[config.mk]
export PLATFORM = sky130hd
export DESIGN_NAME = up_bus_combiner
export DESIGN_NICKNAME = d
export VERILOG_FILES = /design/src/rtl/up_bus_combiner.sv
export SDC_FILE = /design/constraint.sdc
export NUM_CORES = 1
export LEC_CHECK = 0
export CAP_MARGIN = 40
export CORE_ASPECT_RATIO = 0.7
export CORE_UTILIZATION = 25
export DETAILED_ROUTE_END_ITERATION = 10
export HOLD_SLACK_MARGIN = 0.02
export PLACE_DENSITY = 0.9
export SYNTH_ARGS = -nofsm -noshare
export SYNTH_HDL_FRONTEND = slang
export SYNTH_HIERARCHICAL = 1
export SYNTH_SLANG_ARGS = --single-unit
[constraint.sdc]
create_clock -name up_clk -period 1.17 [get_ports up_clk]
set_input_delay 0.117 -clock up_clk [delete_from_list [all_inputs] [get_ports up_clk]]
set_output_delay 0.117 -clock up_clk [all_outputs]
set_load 0.05 [all_outputs]
[src/rtl/up_bus_combiner.sv]
// up_bus_combiner: parametrised up-bus ack/rdata combiner with collision flags and masked ADC status ORs.
// Define UP_BUS_TIMEOUT_EN to add per-direction access-timeout responders and unsolicited-ack filtering.

`ifdef UP_BUS_TIMEOUT_EN
module up_bus_req_fsm #(
    parameter int TIMEOUT_CYCLES = 32
) (
    input  logic up_clk,
    input  logic up_rstn,
    input  logic req,
    input  logic ack,
    output logic fwd,
    output logic timeout
);

    localparam int CW = $clog2(TIMEOUT_CYCLES);
    localparam logic [CW-1:0] LAST = CW'(TIMEOUT_CYCLES - 1);

    typedef enum logic [1:0] {IDLE, WAIT, TIMEOUT} state_t;

    state_t state, state_next;
    logic [CW-1:0] cnt, cnt_next;

    always_ff @(posedge up_clk or negedge up_rstn) begin
        if (!up_rstn) begin
            state <= IDLE;
            cnt   <= '0;
        end else begin
            state <= state_next;
            cnt   <= cnt_next;
        end
    end

    // A slave ack in WAIT wins over a timeout due in the same cycle; a new req restarts the wait.
    always_comb begin
        state_next = state;
        cnt_next   = cnt;
        fwd        = 1'b0;
        timeout    = 1'b0;
        case (state)
            WAIT: begin
                if (ack) begin
                    fwd        = 1'b1;
                    state_next = req ? WAIT : IDLE;
                    cnt_next   = '0;
                end else if (req) begin
                    cnt_next = '0;
                end else if (cnt == LAST) begin
                    timeout    = 1'b1;
                    state_next = TIMEOUT;
                end else begin
                    cnt_next = cnt + CW'(1);
                end
            end
            default: begin
                if (req) begin
                    state_next = WAIT;
                    cnt_next   = '0;
                end else begin
                    state_next = IDLE;
                end
            end
        endcase
    end

endmodule
`endif

module up_bus_combiner #(
    parameter int          NUM_SLAVES     = 4,
    parameter int          NUM_CHANNELS   = 2,
    parameter int          TIMEOUT_CYCLES = 32,
    parameter logic [31:0] TIMEOUT_DATA   = 32'hDEADDEAD
) (
    input  logic                      up_clk,
    input  logic                      up_rstn,
    input  logic                      up_rreq,
    input  logic                      up_wreq,
    input  logic [32*NUM_SLAVES-1:0]  up_slv_rdata,
    input  logic [NUM_SLAVES-1:0]     up_slv_rack,
    input  logic [NUM_SLAVES-1:0]     up_slv_wack,
    output logic [31:0]               up_rdata,
    output logic                      up_rack,
    output logic                      up_wack,
    input  logic [NUM_CHANNELS-1:0]   up_ch_mask,
    input  logic [NUM_CHANNELS-1:0]   up_ch_pn_err,
    input  logic [NUM_CHANNELS-1:0]   up_ch_pn_oos,
    input  logic [NUM_CHANNELS-1:0]   up_ch_or,
    output logic                      up_status_pn_err,
    output logic                      up_status_pn_oos,
    output logic                      up_status_or,
    input  logic                      up_clr,
    output logic [2:0]                up_bus_err,
    output logic [15:0]               up_timeout_cnt
);

    localparam logic [NUM_SLAVES-1:0] ONE = NUM_SLAVES'(1);

    logic [31:0] slv_rdata_or;
    logic        rack_any, wack_any, rd_coll, wr_coll;
    logic        rd_fwd, rd_timeout, wr_fwd, wr_timeout, unsolicited;

    always_comb begin
        slv_rdata_or = '0;
        for (int k = 0; k < NUM_SLAVES; k++) begin
            slv_rdata_or = slv_rdata_or | up_slv_rdata[32*k +: 32];
        end
    end

    // Clearing the lowest set bit leaves something only when two or more acks are high.
    assign rack_any = |up_slv_rack;
    assign wack_any = |up_slv_wack;
    assign rd_coll  = |(up_slv_rack & (up_slv_rack - ONE));
    assign wr_coll  = |(up_slv_wack & (up_slv_wack - ONE));

`ifdef UP_BUS_TIMEOUT_EN
    logic [16:0] timeout_sum;

    up_bus_req_fsm #(.TIMEOUT_CYCLES(TIMEOUT_CYCLES)) rd_fsm (
        .up_clk  (up_clk),
        .up_rstn (up_rstn),
        .req     (up_rreq),
        .ack     (rack_any),
        .fwd     (rd_fwd),
        .timeout (rd_timeout)
    );

    up_bus_req_fsm #(.TIMEOUT_CYCLES(TIMEOUT_CYCLES)) wr_fsm (
        .up_clk  (up_clk),
        .up_rstn (up_rstn),
        .req     (up_wreq),
        .ack     (wack_any),
        .fwd     (wr_fwd),
        .timeout (wr_timeout)
    );

    assign unsolicited = (rack_any & ~rd_fwd) | (wack_any & ~wr_fwd);
    assign timeout_sum = {1'b0, up_timeout_cnt} + 17'(rd_timeout) + 17'(wr_timeout);

    always_ff @(posedge up_clk or negedge up_rstn) begin
        if (!up_rstn) begin
            up_timeout_cnt <= '0;
        end else if (up_clr) begin
            up_timeout_cnt <= '0;
        end else begin
            up_timeout_cnt <= timeout_sum[16] ? 16'hFFFF : timeout_sum[15:0];
        end
    end
`else
    logic unused_cfg;

    assign rd_fwd         = rack_any;
    assign wr_fwd         = wack_any;
    assign rd_timeout     = 1'b0;
    assign wr_timeout     = 1'b0;
    assign unsolicited    = 1'b0;
    assign up_timeout_cnt = '0;
    assign unused_cfg     = ^{up_rreq, up_wreq, 32'(TIMEOUT_CYCLES)};
`endif

    always_ff @(posedge up_clk or negedge up_rstn) begin
        if (!up_rstn) begin
            up_rack  <= 1'b0;
            up_wack  <= 1'b0;
            up_rdata <= '0;
        end else begin
            up_rack  <= rd_fwd | rd_timeout;
            up_wack  <= wr_fwd | wr_timeout;
            up_rdata <= rd_fwd ? slv_rdata_or : (rd_timeout ? TIMEOUT_DATA : 32'h0);
        end
    end

    always_ff @(posedge up_clk or negedge up_rstn) begin
        if (!up_rstn) begin
            up_bus_err <= '0;
        end else if (up_clr) begin
            up_bus_err <= '0;
        end else begin
            up_bus_err <= up_bus_err | {unsolicited, wr_coll, rd_coll};
        end
    end

    always_ff @(posedge up_clk or negedge up_rstn) begin
        if (!up_rstn) begin
            up_status_pn_err <= 1'b0;
            up_status_pn_oos <= 1'b0;
            up_status_or     <= 1'b0;
        end else begin
            up_status_pn_err <= |(up_ch_pn_err & up_ch_mask);
            up_status_pn_oos <= |(up_ch_pn_oos & up_ch_mask);
            up_status_or     <= |(up_ch_or & up_ch_mask);
        end
    end

endmodule

==> results, run 1 <==
- The run finished with clean final reports.
- Entering global routing, the biggest net connects 40 pins.
- By area the synthesized netlist is led by dfrtp_1 (62%), nor4_1 (13%), buf_4 (8.1%).
- Once routing completed, OpenROAD measured the worst setup slack at 0.0653 ns.
- Summed over all cells, the static leakage comes to 1.58 nW.
- The worst-path maximum fanout is 3.
- The via count of the first global-routing pass is 1917.
- The quantity of gates resized following cts is 0.
- After synthesis, the mean cell area works out to 11.5 sq um.
- Of the cells placed in the final design, the portion with a size suffix greater than 1 is 16.9%.
- Clock-pin slew was measured on the worst setup and hold paths at 0.08 ns.
- After synthesis, the largest area contributor takes up 61.7% of total cell area.
- In the final timing run, aggregate negative setup slack is 0 ns.
- The area share of fa/ha/maj cells after synthesis is 1.27%.
- The total of buffers placed on input and output ports is 185.
- 205 I/O pins were placed.
- The post-CTS setup repair buffer count is 0.
- The main combinational cell family by area after synthesis is simple AND/OR/NAND/NOR gates.
- At the later pin of the worst-skew pair, clock insertion delay measures 0.28 ns.
- The first global-routing pass estimated 9.39 mm of wire.
- The largest individual stage delay along the critical path comes from the cell clkdlybuf4s50_1.
- Measured along the x axis, the die boundary spans 97.1 um.
- The overall overflow remaining after global route is 0.
- The max-cap check violation count is 0.
- Summing the areas of all xor and xnor instances in the mapped netlist gives 0% of the synthesized area.
- The count of final setup violators is 0.
- The H-tree was split into 2 levels.
- The detailed-route wire length is 6.24 mm.
- The kind of critical path is in2reg.
- The path class of the tightest hold or removal check is in2async.
- For this design the ratio of total power to cell area is 1020 nW/um^2.
- The number of buffers and inverters on the critical path is 1.
- The area of the core region is 5900 sq um.
- The number of nets in the finished design is 479.
- Compared with the post-synthesis result, the final layout area differs by 153%.
- For this design, the sink count on the clock tree is 39.
- The via density per instance is 4.43.
- The CTS tree is yes.
- Once the floorplan was initialized, standard cells occupied 26.8% of the core.
- Hold is met by 0.361 ns.
- The cell accounting for the most synthesized area is dfrtp_1.
- The maximum clock skew at final layout is 0 ns.
- The minimum clock period after layout is 1.10 ns.
- No sink is reached through more buffers than the 2 on the longest clock path.
- In this design, the stage delay of the slowest critical-path cell is 0.48 ns.
- The overall via count from detail_route is 1797.
- The startpoint type of the worst setup path is an input port.
- The number of DRC markers in iteration 0 is 20.
- The master cell of the clock root buffer is clkbuf_8.
- The row count is 23.
- The kind of end point of the critical path is a flip-flop.
- After Yosys synthesis, and, or, nand and nor cells account for 23.2% of the synthesized area.
- Before CTS, the worst setup slack after placement is -0.254 ns.
- The critical path goes through clkdlybuf4s50_1, maj3_1, o311a_1.
- The Yosys step of the flow raised 6 warnings.
- The gate family responsible for the most delay along the worst path is buffers and inverters.
- For this run, the share of the core covered by cells in the final layout is 67.8%.
- The post-synthesis compound-gate area fraction is 2.93%.
- In this run, CTS created clock tree buffers numbering 5.
- In the finished design, the share of the clock period the worst path needs comes to 94.4%.
- The global-route usage over all layers is 18.6%.
- After detailed routing, the average wire length per cell comes to 15.4 um.
- Of the synthesized area, sequential elements account for 61.7%.
- The post-synthesis cell type count is 14.
- The total count of max-transition violations in the final report is 0.
- The critical path required time is 1.34 ns.
- In the routed design, unresolved DRC markers number 0.
- Derived from the worst setup path, the maximum achievable clock frequency is 905 MHz.
- The filler cell count is 429.
- The HPWL reported at the end of detailed placement is 5.45 mm.
- The hold violation total from the final report is 0.
- After synthesis the netlist holds a flip-flop and latch count of 39.
- The die covers 6650 sq um.
- The count of antenna diodes in the layout is 0.
- Measured along the y axis, the die boundary spans 68.5 um.
- The residual antenna-violating net count after detailed routing is 0.
- Setup repair after global routing left no endpoint under its margin.
- The number of instances in the synthesized netlist is 137.
- The total standard cell area after synthesis is 1580 sq um.
- The first-pass iteration count of the detailed router is 3.
- The mux share of post-synthesis cell area is 0%.
- At the end of routability-driven placement, the weighted congestion stood at 0.727.
- The number of antenna violations at the first check in global routing is 0.
- The endpoint arrival time on the critical path is 1.27 ns.
- IR analysis of the VDD net gives a maximum drop of 0.469 mV.
stage by stage:
| stage | instance area (sq um) | instances | total power, mW |
|---|---|---|---|
| final | 4000 | 406 | 4.08 |
| after global routing | 4000 | 406 | 4.25 |
| after CTS | 4000 | 406 | 4.14 |
| after detailed placement | 3860 | 397 | 2.81 |
| after global placement | 3860 | 397 | 2.77 |
| after floorplan | 1640 | 153 | 1.95 |
metal layers:
layer	part of all wire [%]	up-vias	GRT usage (%)	routed length, um
met2	58	101	38.8	3590
met3	9.0	4	6.55	562
met4	0.77	0	3.17	48
met5	0	-	0	0
li1	-	846	-	-
met1	33	846	18.5	2040
cell families (layout without fill, tap and decap cells):
group | count (synthesis) | in the layout
simple gates | 68 | 68
other cells | 1 | 17
compound gates | 5 | 5
fa+ha+maj | 2 | 2
flops | 39 | 39
buf+inv | 22 | 200
area by class of cell:
| class | count | area [sq um] | share of cell area, % |
|---|---|---|---|
| Multi-Input combinational cell | 92 | 497 | 12.4 |
| Clock inverter | 2 | 60.1 | 1.50 |
| Timing Repair Buffer | 190 | 2290 | 57.3 |
| Sequential cell | 39 | 978 | 24.5 |
| Tap cell | 75 | 93.8 | 2.35 |
| Clock buffer | 6 | 72.6 | 1.81 |
| Inverter | 2 | 7.51 | 0.188 |
worst paths after layout:
kind / startpoint / endpoint / slack, ns / cells past startpoint
worst max-delay path: up_slv_rack[2] / up_bus_err[0] / 0.07 / 3
min in group up_clk: up_slv_rdata[113] / up_rdata[17] / 0.44 / 3
max in group asynchronous: up_rstn / up_bus_err[1] / 0.60 / 3
worst max register to register: up_bus_err[1] / up_bus_err[1] / 0.07 / 2
worst min-delay path: up_rstn / up_status_pn_oos / 0.36 / 3
worst min register to register: up_bus_err[1] / up_bus_err[1] / 0.61 / 1
tightest hold or removal path: cells and delay by family:
kind	cells	cell delay [ns]
buf+inv	3	0.90
cells in the final DEF, fill, tap and decap left out:
| cell | Yosys | final |
|---|---|---|
| clkdlybuf4s50_1 | 0 | 145 |
| buf_12 | 0 | 40 |
| dfrtp_1 | 39 | 37 |
| nor4_1 | 32 | 32 |
| nor2_1 | 31 | 31 |
| conb_1 | 1 | 17 |
| clkbuf_8 | 0 | 5 |
| or4_1 | 3 | 3 |
| a22o_1 | 3 | 3 |
| buf_4 | 17 | 3 |
| maj3_1 | 2 | 2 |
| o311a_1 | 2 | 2 |
| bufinv_16 | 0 | 2 |
| dfrtp_2 | 0 | 2 |
| nor4_4 | 1 | 1 |
| inv_2 | 1 | 1 |
| nor2_2 | 1 | 1 |
| inv_1 | 1 | 1 |
| clkbuf_1 | 0 | 1 |
| dlygate4sd3_1 | 0 | 1 |
| buf_2 | 0 | 1 |
synthesized netlist by cell type (all sizes together):
cell    n
buf    20
a22o    3
maj3    2
or4     3
nor2   32
conb    1
dfrtp  39
inv     2
nor4   33
o311a   2
registers in the layout, indices dropped and copies added, names as in the netlist:
signal	count
up_status_pn_err	1
up_status_pn_oos	1
up_status_or	1
up_wack	1
up_rdata	32
up_bus_err	2
up_rack	1
power by group:
part	total, mW	internal [mW]	switching [mW]
logic	1.30	0.736	0.562
registers	1.48	1.42	0.0593
clock network	1.31	0.853	0.454
what timing repair did:
action | in CTS | in global routing
hold endpoints to repair | 39 | 0
hold buffers | 1 | 0
setup endpoints to repair | 0 | 0
Power figures use the tool's default switching activity.
==> inputs of run 2 (changes only) <==
--- a/config.mk
+++ b/config.mk
@@ -16,2 +16,3 @@
 export SYNTH_HIERARCHICAL = 1
 export SYNTH_SLANG_ARGS = --single-unit
+export TNS_END_PERCENT = 20
==> constraint.sdc (replaced) <==
create_clock -name up_clk -period 1.17 [get_ports up_clk]
set_input_delay 0.117 -clock up_clk [delete_from_list [all_inputs] [get_ports up_clk]]
set_output_delay 0.117 -clock up_clk [all_outputs]
set_load 0.005 [all_outputs]
==> run 2 against run 1 <==
Hold slack got worse by 0.092 ns. Critical path depth up 1. Die area is the same. Global-route usage down 1.8 points. Cell area shrank 11%. Largest power group unchanged.
==> results, run 2 (synthesis results as in run 1) <==
- The flow ran to the end, and the final reports show no timing, DRC or antenna violations.
- The row count was 23 (unchanged).
- The first-pass iteration count of the detailed router is 3 (unchanged).
- The maximum clock skew at final layout is 0 ns (unchanged).
- The cell count of the worst reg-to-reg path was 2 (unchanged).
- Leaving out fill and tap cells, the most frequent cells in the layout are clkdlybuf4s50_1 (145), dlygate4sd2_1 (39), dfrtp_1 (39), nor4_1 (32), nor2_1 (31).
- The total of buffers placed on input and output ports was 185 (unchanged).
- The timing-limited maximum frequency is 885 MHz (-2.2%).
- The endpoint arrival time on the critical path came to 1.30 ns (+0.03 ns).
- The CTS tree is yes.
- The most common cell after layout, fill and taps aside is clkdlybuf4s50_1.
- The HPWL reported at the end of detailed placement is 4.90 mm (-10%).
- The area of the core region is 5900 sq um (unchanged).
- The clock latency on the worst-skew pair came to 0.28 ns (about the same).
- The cell area after placement is 3460 sq um (-10%).
- The worst-case clock buffer depth is 2 (unchanged).
- The number of remaining DRC errors came to 0 (unchanged).
- The max-cap check violation count is 0 (unchanged).
- The startpoint of the lowest-slack register-to-register path is up_bus_err[1].
- The switching fraction of total power is 19.8% (-6.5 points).
- The critical path required time was 1.34 ns (about the same).
- The die span in y is 68.5 um (unchanged).
- Setup repair after global routing could not meet its margin everywhere.
- The final hold slack is 0.270 ns (-0.0918 ns).
- up_rdata holds more flip-flops than any other register.
- The start point of the critical path is up_slv_rack[1].
- The master cell of the clock root buffer is clkbuf_8.
- The setup slack of the worst register-to-register path is 0.10 ns (+0.03 ns).
- In the final layout, the registers with the most flip-flops are up_rdata (32), up_bus_err (2).
- The hold violation total from the final report is 0 (unchanged).
- The final weighted congestion in routability-driven placement was 0.757 (+4.1%).
- The clock transition at the registers of the reported paths was 0.08 ns (about the same).
- The setup total negative slack is 0 ns (unchanged).
- The top-level I/O count was 205 (unchanged).
- The layout cell share with drive strength beyond 1 is 5.14% (-12 points).
- The die width is 97.1 um (unchanged).
- The residual antenna-violating net count after detailed routing came to 0 (unchanged).
- The total power came to 3.50 mW (-14%).
- The fraction of power consumed by the clock network is 37.9% (+5.9 points).
- The total count of max-transition violations in the final report was 0 (unchanged).
- The post-route clock period utilization is 96.5% (+2.1 points).
- The utilization after layout is 60.6% (-7.2 points).
- The first-pass GRT wire length is 8.54 mm (-9.1%).
- The via density per instance is 4.38 (-1.1%).
- The largest net degree at the start of global routing is 27 (-33%).
- The detailed-route wire length is 5.65 mm (-9.4%).
- The full die area is 6650 sq um (unchanged).
- The overall overflow remaining after global route is 0 (unchanged).
- The count of final setup violators is 0 (unchanged).
- The cell area after layout is 3570 sq um (-11%).
- The area added between synthesis and finish is 126%.
- The number of CTS-inserted buffers was 5 (unchanged).
- The count of antenna diodes in the layout was 0 (unchanged).
- The global-route usage over all layers is 16.8% (-1.8 points).
- The total internal power is 2.80 mW (-6.7%).
- The minimum clock period after layout is 1.13 ns (+0.0248 ns).
- The overall via count from detail_route is 1778 (-1.1%).
- The kind of critical path is in2reg.
- The via count of the first global-routing pass is 1799 (-6.2%).
- The effective utilization at floorplan came to 26.8% (unchanged).
- The sequential share of power is 41.0% (+4.8 points).
- The flip-flop count of the largest register after layout was 32 (unchanged).
- The kind of end point of the critical path is a flip-flop.
- The switching power is 0.693 mW (-36%).
- The number of DRC markers in iteration 0 is 23 (+15%).
- The worst-path maximum fanout came to 18 (+15).
- In this run the worst hold path is classified as in2async.
- The reported leakage power was 1.32 nW (-17%).
- The number of nets in the finished design is 479 (unchanged).
- The power density of the placed cells came to 979 nW/um^2 (-4.1%).
- STA classifies the critical path startpoint as an input port.
- The number of antenna violations at the first check in global routing is 0 (unchanged).
- The number of clock sinks is 39 (unchanged).
- The maximum resistive drop on vdd is 0.528 mV (+13%).
- The routed wirelength normalized by instance count was 13.9 um (-9.4%).
- The number of H-tree levels is 2 (unchanged).
- The endpoint identified for the worst register-to-register timing path is up_bus_err[1].
- The portion of total power attributed to combinational logic is 21.2% (-11 points).
==> run 2: power by group through the flow <==
stage | sequential (mW) | clock (mW) | combinational, mW
6_report | 1.43 | 1.32 | 0.740
5_1_grt | 1.44 | 1.43 | 0.799
4_1_cts | 1.43 | 1.37 | 0.752
3_5_place_dp | 1.46 | 0 | 0.791
3_3_place_gp | 1.46 | 0 | 0.771
2_1_floorplan | 1.47 | 0 | 0.127
==> run 2: how the worst max path moves through the flow <==
stage / endpoint / slack, ns
after floorplan: up_bus_err[0] / 0.16
after global placement: up_bus_err[0] / -0.21
after detailed placement: up_rdata[29] / -0.30
after global routing: up_rdata[29] / -0.008
after CTS: up_bus_err[1] / -0.02
final: up_rdata[29] / 0.04
==> run 2: critical path: stages <==
cell and delay, ns:
clkdlybuf4s50_1 0.49, nor4_4 0.37, buf_6 0.24, nor2_1 0.08
==> run 2: metal layers <==
metal	GRT usage (%)	wire length [um]
met4	4.48	35
met2	33.7	3160
met1	16.4	1890
met3	7.06	559
met5	0	0
==> run 2: area by class of cell <==
type                            count  area (sq um)
Fill cell                         521          2330
Timing Repair Buffer              190          1860
Sequential cell                    39           976
Multi-Input combinational cell     92           500
Tap cell                           75          93.8
Clock buffer                        5          68.8
Clock inverter                      3          67.6
Inverter                            2          7.51
==> run 2: timing repair <==
action | 4_1_cts | 5_1_grt
hold buffers | 1 | 0
hold endpoints to repair | 13 | 0
setup endpoints to repair | 39 | 14
buffers inserted | 1 | 0
gates resized for setup | 39 | 3
==> run 2: metrics by stage <==
| step | setup slack, ns | std cells |
|---|---|---|
| after floorplan | 0.157 | 153 |
| after global placement | -0.208 | 397 |
| after CTS | -0.0176 | 407 |
| after global routing | -0.00848 | 406 |
| after detailed placement | -0.303 | 397 |
| final | 0.0405 | 406 |
==> inputs of run 3 (changes only) <==
CELL_PAD_IN_SITES_DETAIL_PLACEMENT = 0   (was default)
CELL_PAD_IN_SITES_GLOBAL_PLACEMENT = 1   (was default)
CORE_UTILIZATION = 16   (was 25)
PLACE_DENSITY = 0.89   (was 0.9)
==> run 3 against run 2 <==
Sequential share of layout area fell by 1.0 points. Hold slack got worse by 0.046 ns. Die area grew 55%. Count of clock-buffer cells in the layout grew 1. Cell area grew 3.9%. Sequential power about the same. Global-route usage shrank 6.7 points. Critical path type is now reg2reg. Largest cell class unchanged.
==> results, run 3 (synthesis results as in run 1) <==
- The flow ran to the end, and the final reports show no timing, DRC or antenna violations.
- The number of remaining DRC errors is 0 (unchanged).
- The area of the core region came to 9330 sq um (+58%).
- The final non-filler cell total was 457 (+13%).
- The kind of end point of the critical path is a flip-flop.
- The endpoint arrival time on the critical path is 1.31 ns (about the same).
- Ranked by flip-flop count, first place goes to up_rdata.
- The top-level I/O count came to 205 (unchanged).
- The detailed-route wire length is 5.58 mm (-1.2%).
- The portion of total power attributed to combinational logic was 20.7% (-0.5 points).
- The total of buffers placed on input and output ports was 185 (unchanged).
- The first-pass GRT wire length is 8.00 mm (-6.3%).
- The CTS tree is yes.
- The via count of the first global-routing pass came to 1786 (-0.72%).
- The effective utilization at floorplan is 17.0% (-9.8 points).
- The most common cell after layout, fill and taps aside is clkdlybuf4s50_1.
- The clock transition at the registers of the reported paths is 0.06 ns (-0.02 ns).
- The number of antenna violations at the first check in global routing is 0 (unchanged).
- The path class of the tightest hold or removal check is in2reg.
- The fraction of power consumed by the clock network is 40.2% (+2.3 points).
- The layout cell share with drive strength beyond 1 is 5.41% (+0.27 points).
- In the layout the commonest cells are clkdlybuf4s50_1 (143), dfrtp_1 (39), dlygate4sd2_1 (38), nor4_1 (32), nor2_1 (31).
- The count of antenna diodes in the layout is 0 (unchanged).
- The worst-path maximum fanout came to 2 (-16).
- The full die area is 10300 sq um (+55%).
- The cell count of the worst reg-to-reg path is 3 (+1).
- The total internal power is 2.96 mW (+5.8%).
- The first-pass iteration count of the detailed router is 3 (unchanged).
- The max-cap check violation count was 0 (unchanged).
- Setup repair after global routing could not meet its margin everywhere.
- The number of CTS-inserted buffers came to 5 (unchanged).
- The largest net degree at the start of global routing is 40 (+48%).
- The residual antenna-violating net count after detailed routing is 0 (unchanged).
- The kind of critical path is reg2reg.
- The overall overflow remaining after global route is 0 (unchanged).
- The switching power is 0.704 mW (+1.6%).
- The critical path required time was 1.33 ns (about the same).
- The switching fraction of total power is 19.2% (-0.63 points).
- The number of H-tree levels is 2 (unchanged).
- STA classifies the critical path startpoint as a flip-flop.
- The maximum resistive drop on vdd is 0.538 mV (+2.0%).
- The timing-limited maximum frequency came to 865 MHz (-2.3%).
- The hold violation total from the final report is 0 (unchanged).
- The count of final setup violators came to 0 (unchanged).
- The via density per instance came to 3.84 (-12%).
- The power density of the placed cells is 989 nW/um^2 (+1.0%).
- The setup total negative slack is 0 ns (unchanged).
- The routed wirelength normalized by instance count is 12.2 um (-12%).
- The cell count of the worst hold path is 2.
- The total count of max-transition violations in the final report is 0 (unchanged).
- The reported leakage power is 1.37 nW (+4.0%).
- The tree is rooted in a clkbuf_16.
- The number of DRC markers in iteration 0 was 44 (+91%).
- The overall via count from detail_route is 1755 (-1.3%).
- The die span in y is 85.2 um (+24%).
- The row count is 29 (+26%).
- The number of nets in the finished design is 482 (+0.63%).
- The clock latency on the worst-skew pair is 0.27 ns (about the same).
- The final weighted congestion in routability-driven placement is 0.702 (-7.2%).
- The maximum clock skew at final layout was 0 ns (unchanged).
- The minimum clock period after layout is 1.16 ns (+0.0264 ns).
- The die width is 121 um (+24%).
- The area added between synthesis and finish is 135%.
- The sequential share of power is 39.0% (-2.0 points).
- The global-route usage over all layers is 10.2% (-6.7 points).
- The number of clock sinks is 39 (unchanged).
- The placed instance count is 444 (+12%).
- The flip-flop count of the largest register after layout was 32 (unchanged).
- The post-route clock period utilization came to 98.8% (+2.3 points).
- The HPWL reported at the end of detailed placement came to 4.42 mm (-9.9%).
- In the final layout, the registers with the most flip-flops are up_rdata (32), up_bus_err (2).
- The worst-case clock buffer depth is 2 (unchanged).
==> run 3: timing repair <==
action                                  CTS  global route
pin swaps                                 0             1
cloned                                    0             1
endpoints found under the setup margin   39            28
hold buffers                              1             0
gates resized for setup                  39             5
hold endpoints to repair                 39             0
setup buffers                             2             2
==> run 3: layout make-up <==
| class | instances | area, sq um |
|---|---|---|
| Clock buffer | 6 | 129 |
| Clock inverter | 1 | 30.0 |
| Fill cell | 921 | 5610 |
| Inverter | 2 | 7.51 |
| Multi-Input combinational cell | 92 | 500 |
| Sequential cell | 39 | 976 |
| Tap cell | 124 | 155 |
| Timing Repair Buffer | 193 | 1910 |
==> run 3: metal layers <==
metal | share of wire (%) | vias to the layer above | GRT usage, %
met5 | 0 | - | 0
met4 | 1.0 | 0 | 3.70
met3 | 10 | 4 | 3.43
met2 | 50 | 110 | 19.4
met1 | 39 | 792 | 10.2
li1 | - | 849 | -
==> run 3: path summary, 6_finish.rpt <==
path	startpoint	end	slack, ns
worst max-delay path	up_bus_err[1]	up_bus_err[1]	0.01
worst min-delay path	up_slv_rack[3]	up_bus_err[0]	0.22
worst max register to register	up_bus_err[1]	up_bus_err[1]	0.01
worst min register to register	up_bus_err[0]	up_bus_err[0]	0.63
max in group asynchronous	up_rstn	up_rdata[7]	0.63
min in group asynchronous	up_rstn	up_wack	0.34
==> run 3: power groups by stage <==
| stage | registers [mW] | logic [mW] | clock network (mW) |
|---|---|---|---|
| floorplan | 1.47 | 0.127 | 0 |
| global placement | 1.46 | 0.779 | 0 |
| detailed placement | 1.46 | 0.791 | 0 |
| CTS | 1.43 | 0.758 | 1.53 |
| global route | 1.44 | 0.822 | 1.60 |
| finish | 1.43 | 0.760 | 1.48 |
==> run 3: critical path, cell delays in order, from the launching register on <==
cell     delay [ns]
dfrtp_1        0.38
buf_6          0.12
or4_4          0.40
o311a_1        0.14
==> run 3: stage by stage <==
step	setup WS (ns)	area [sq um]	hold WS [ns]	power, mW	util [%]
2_1_floorplan	0.157	1640	-0.179	1.60	-
3_3_place_gp	-0.230	3520	0.101	2.24	37.8
3_5_place_dp	-0.230	3520	0.101	2.25	37.8
4_1_cts	0.00766	3660	0.348	3.72	39.2
5_1_grt	-0.0197	3710	0.218	3.86	39.8
6_report	0.0142	3710	0.224	3.67	39.8
